### config.mk
export PLATFORM = sky130hd
export DESIGN_NAME = fifo_v2
export DESIGN_NICKNAME = d
export VERILOG_FILES = /design/src/rtl/fifo_v2.sv
export SDC_FILE = /design/constraint.sdc
export NUM_CORES = 1
export LEC_CHECK = 0
export CAP_MARGIN = 20
export CORE_MARGIN = 2
export CORE_UTILIZATION = 40
export CTS_CLUSTER_DIAMETER = 30
export DETAILED_ROUTE_END_ITERATION = 12
export GPL_TIMING_DRIVEN = 0
export SLEW_MARGIN = 15
export SYNTH_ARGS = -nofsm -noshare
export SYNTH_HDL_FRONTEND = slang
export SYNTH_SLANG_ARGS = --single-unit
### constraint.sdc
create_clock -name clk -period 2.7 [get_ports clk]
set_clock_uncertainty 0.15 [all_clocks]
set_input_delay 0.54 -clock clk [delete_from_list [all_inputs] [get_ports clk]]
set_output_delay 0.54 -clock clk [all_outputs]
set_load 0.01 [all_outputs]
### src/rtl/fifo_v2.sv
`default_nettype none
// +------------------------------------------------------------------+
// | Module   : fifo_v2                                                |
// | Purpose  : Single-clock FIFO with selectable first-word-fall-     |
// |            through or read-latency-1 output, almost flags and     |
// |            registered overflow/underflow pulses.                  |
// | Revision : 1.0 - initial release                                  |
// +------------------------------------------------------------------+
module fifo_v2 #(
  parameter int WIDTH         = 8,
  parameter int DEPTH_WIDTH   = 3,
  parameter int FWFT          = 1,
  parameter int AFULL_THRESH  = 2**DEPTH_WIDTH - 1,
  parameter int AEMPTY_THRESH = 1
) (
  input  logic                   clk,
  input  logic                   rst,
  input  logic                   flush,
  input  logic                   wr_en,
  input  logic [WIDTH-1:0]       din,
  output logic                   full,
  output logic                   almost_full,
  input  logic                   rd_en,
  output logic [WIDTH-1:0]       dout,
  output logic                   empty,
  output logic                   almost_empty,
  output logic [DEPTH_WIDTH:0]   count,
  output logic                   overflow,
  output logic                   underflow
);

  localparam int                 c_CAP_INT = 2**DEPTH_WIDTH;
  localparam logic [DEPTH_WIDTH:0] c_CAP    = c_CAP_INT[DEPTH_WIDTH:0];
  localparam logic [DEPTH_WIDTH:0] c_AFULL  = AFULL_THRESH[DEPTH_WIDTH:0];
  localparam logic [DEPTH_WIDTH:0] c_AEMPTY = AEMPTY_THRESH[DEPTH_WIDTH:0];
  localparam logic [DEPTH_WIDTH:0] c_ONE    = {{DEPTH_WIDTH{1'b0}}, 1'b1};
  localparam logic [DEPTH_WIDTH:0] c_ZERO   = '0;
  localparam logic                 c_FWFT_MODE = (FWFT != 0);

  logic [WIDTH-1:0]       r_mem [c_CAP_INT];
  logic [DEPTH_WIDTH:0]   r_wp;
  logic [DEPTH_WIDTH:0]   r_rp;
  logic [DEPTH_WIDTH:0]   r_count;
  logic [WIDTH-1:0]       r_dout;
  logic                   r_valid;
  logic                   r_overflow;
  logic                   r_underflow;

  logic [DEPTH_WIDTH:0]   w_ram_cnt;
  logic                   w_wr_acc;
  logic                   w_rd_acc;
  logic                   w_load;
  logic                   w_empty;
  logic [DEPTH_WIDTH:0]   w_count_nxt;

  // Words currently sitting in the RAM (excludes the FWFT output word).
  assign w_ram_cnt = r_wp - r_rp;

  // Flags derive only from the registered count so they are glitch-safe.
  assign full         = (r_count == c_CAP);
  assign almost_full  = (r_count >= c_AFULL);
  assign almost_empty = (r_count <= c_AEMPTY);
  assign empty        = w_empty;
  assign count        = r_count;
  assign dout         = r_dout;
  assign overflow     = r_overflow;
  assign underflow    = r_underflow;

  // Full blocks writes regardless of a same-cycle read; flush masks everything.
  assign w_wr_acc = wr_en & ~full & ~flush;

  generate
    if (FWFT != 0) begin : g_fwft
      // Read acknowledges the word already presented on dout.
      assign w_rd_acc = rd_en & r_valid & ~flush;
      // Refill the output register whenever it is free or being consumed.
      assign w_load   = (w_ram_cnt != c_ZERO) & (~r_valid | w_rd_acc) & ~flush;
      assign w_empty  = ~r_valid;
    end else begin : g_std
      // Read fetches the head word into dout on this edge.
      assign w_rd_acc = rd_en & (r_count != c_ZERO) & ~flush;
      assign w_load   = w_rd_acc;
      assign w_empty  = (r_count == c_ZERO);
    end
  endgenerate

  // Total occupancy moves only on accepted writes and reads.
  always_comb begin
    w_count_nxt = r_count;
    case ({w_wr_acc, w_rd_acc})
      2'b10:   w_count_nxt = r_count + c_ONE;
      2'b01:   w_count_nxt = r_count - c_ONE;
      default: w_count_nxt = r_count;
    endcase
  end

  // Storage array write port; contents need no reset.
  always_ff @(posedge clk) begin
    if (w_wr_acc) begin
      r_mem[r_wp[DEPTH_WIDTH-1:0]] <= din;
    end
  end

  // Pointers, occupancy, output register and error pulses.
  always_ff @(posedge clk) begin
    if (rst) begin
      r_wp        <= '0;
      r_rp        <= '0;
      r_count     <= '0;
      r_dout      <= '0;
      r_valid     <= 1'b0;
      r_overflow  <= 1'b0;
      r_underflow <= 1'b0;
    end else if (flush) begin
      // dout is deliberately kept; only bookkeeping is cleared.
      r_wp        <= '0;
      r_rp        <= '0;
      r_count     <= '0;
      r_valid     <= 1'b0;
      r_overflow  <= 1'b0;
      r_underflow <= 1'b0;
    end else begin
      r_overflow  <= wr_en & full;
      r_underflow <= rd_en & w_empty;
      r_count     <= w_count_nxt;
      if (w_wr_acc) begin
        r_wp <= r_wp + c_ONE;
      end
      if (w_load) begin
        r_rp    <= r_rp + c_ONE;
        r_dout  <= r_mem[r_rp[DEPTH_WIDTH-1:0]];
        r_valid <= c_FWFT_MODE;
      end else if (w_rd_acc) begin
        r_valid <= 1'b0;
      end
    end
  end

endmodule
`default_nettype wire

==> impl_metrics.tcl <==
set metrics [dict create \
    clkPwrFrac 0.363 \
    first_global_vias 1938 \
    root_buffer "clkbuf_8" \
    clk_pin_slew_worst_paths_ns 0.10 \
    final_max_slew_viol_count 0 \
    stdcell_area_um2 4360 \
    r2r_cells 6 \
    cts.htree.levels 3 \
    clockBufferDepth 2 \
    reg2reg_from "count[1]" \
    drt_iter0_markers 96 \
    crit_start "count[1]" \
    synth_ff_type "edfxtp_1" \
    reg2reg_slack_ns 0.05 \
    setup_ws_ns 0.0514 \
    multiInputGateArea_um2 1200 \
    dp.cells 383 \
    seqCellArea_um2 2380 \
    worstHoldStart "rst" \
    finalCritPeriodShare 0.981 \
    startpoint_type "flip-flop" \
    critPathCaptureType "flip-flop" \
    cp_max_fo 8 \
    switching_share 0.232 \
    final-setup-viol-count 0 \
    yosys_warnings 0 \
    syn_inst 243 \
    antenna_found_initial 0 \
    fill_cells 787 \
    layout_min_cycle_time_ns 2.65 \
    power_frac_comb 0.068 \
    arrival_ns 2.49 \
    utilization 0.479 \
    area_growth_pct 18.0 \
    r2r_end "r_mem[0][0]" \
    holdPathEnd "dout[2]" \
    max_stage_delay_ns 0.70 \
    irDropWorstVdd_uv 256 \
    max-cap-violations 0 \
    antenna_left 0 \
    ys_types 39 \
    p_seq_frac 0.569 \
    dp_slack_ns -0.214 \
    synth.avg_cell_area_um2 15.2 \
    io_pins 31 \
    slew_headroom 0.311 \
    fmax_ghz 0.378 \
    ys_async_sr_fraction 0 \
    place_area_um2 4130 \
    grt_pass1_wl_um 10700 \
    wire_per_inst_um 17.3 \
    rsz0062_at_grt "true" \
    synth.top_cell.area_share 0.520 \
    wl_um 6900 \
    crit_path_top_delay_cell "nor3_2" \
    ys_top_cells_by_area "edfxtp_1, dfxtp_1, mux4_1, mux4_2, ha_1" \
    worstPathCellList "inv_1 > ha_2 > nand3b_1 > nand2_2 > or3_1 > nor3_2" \
    num_vias 2119 \
    ys_seq_area_frac 0.645 \
    die_w_um 100 \
    yosysTopAreaCell "edfxtp_1" \
    min_path_type "input port to flip-flop" \
    viasPerCell 5.30 \
    initial_core_util 0.406 \
    grt_overflow 0 \
    yosysMostFrequentCell "edfxtp_1" \
    clk_latency_ns 0.36 \
    synth_seq_cells 87 \
    cp.required_ns 2.54 \
    antennaDiodeCount 0 \
    portBuffers 28 \
    grt_max_degree 17 \
    drive_gt1_frac 0.187 \
    worst_pin_slew_ns 1.03 \
    grt_usage 0.147 \
    syn-cell-area_um2 3700 \
    cts_made_buffers 9 \
    cp_top_family "simple AND/OR/NAND/NOR gates" \
    leakagePower_nw 1.46 \
    cts_tree "built" \
    path_class "flip-flop to flip-flop" \
    critPathBufInv 1 \
    synth_common_cells "edfxtp_1, dfxtp_1, a21oi_1" \
    status "completed" \
    finalHoldViolCount 0 \
    rows 35 \
    drc 0 \
    fin_nets 306 \
    final_cells 400 \
    dpl.hpwl_um 4610 \
    core_area_um2 9110 \
    p_per_area_nw_per_um2 589 \
    synth-edff-count 64 \
    whs_path_depth 2 \
    clock-sinks 87 \
    p_switching_mw 0.596 \
    gp_congestion 0.777 \
    dieArea_um2 10000 \
    ctsHoldBuffers 0 \
    holdWs_ns 0.313 \
    p_int_mw 1.97 \
    dr.pass1.iters 7 \
    die_h_um 100 \
    synth_nets 265 \
]
==> per-layer routing <==
metal | global-route usage | vias up | wire [um]
met5 | 0 | - | 0
met4 | 0.0632 | 0 | 109
met3 | 0.0369 | 11 | 219
met2 | 0.225 | 41 | 3320
met1 | 0.200 | 1047 | 3250
li1 | - | 1020 | -
==> layout by cell type (no fill, tap or decap), types with 7 or more instances in the layout <==
cell type,count
dfxtp_1,22
mux2_2,8
clkbuf_8,9
nor2_1,14
nand3_1,12
ha_1,7
edfxtp_1,64
inv_1,9
o21ai_0,12
mux4_2,7
mux4_1,9
a21oi_1,16
clkdlybuf4s50_1,28
==> metrics by stage <==
stage,setup TNS (ns),total power [mW]
final,0,2.57
after global placement,-12.13,1.66
after floorplan,0,1.59
after detailed placement,-7.13,1.66
after CTS,-1.79,2.59
after global routing,-1.35,2.67
==> kinds of logic after synthesis <==
kind of cell | share of synthesized area
AO/OA/AOI/OAI | 0.0606
XOR/XNOR | 0.0190
adder cells (fa/ha/maj) | 0.0305
buffers and inverters | 0.0359
flip-flops | 0.645
multiplexers | 0.134
AND/OR/NAND/NOR | 0.0758
==> worst max-delay path by stage <==
stage                     slack [ns]  cells after the start           to
after floorplan                 0.19                      6  r_mem[0][0]
after CTS                      -0.07                      6  r_mem[6][0]
after detailed placement       -0.21                      4  r_mem[6][7]
after global routing           -0.07                      6  r_mem[0][0]
after global placement         -0.61                      4  r_mem[0][7]
final                           0.05                      6  r_mem[0][0]
==> power by group through the flow <==
stage | combinational (mW) | sequential, mW | clock (mW)
floorplan | 0.0932 | 1.50 | 0
global placement | 0.171 | 1.49 | 0
detailed placement | 0.173 | 1.49 | 0
CTS | 0.173 | 1.46 | 0.956
global route | 0.192 | 1.46 | 1.01
finish | 0.175 | 1.46 | 0.934
==> sequential cells by signal, indices dropped and copies added (netlist names) <==
register   count
underflow      1
count          4
r_wp           4
r_rp           4
overflow       1
r_mem         64
dout           8
r_valid        1
==> timing repair <==
item | CTS | global route
resized for setup | 0 | 9
setup endpoints to repair | 32 | 56
buffers inserted | 0 | 1
pin swaps | 0 | 1
==> cell type report <==
| cell class | count | share of cell area |
|---|---|---|
| flip-flops and latches | 87 | 0.546 |
| multi-input cells | 134 | 0.276 |
| repair buffers | 30 | 0.0677 |
| well taps | 111 | 0.0318 |
| clock buffers | 10 | 0.0293 |
| plain buffers | 13 | 0.0238 |
| clock inverters | 6 | 0.0172 |
| inverters | 9 | 0.00774 |
(Power assumes the default switching activity.)
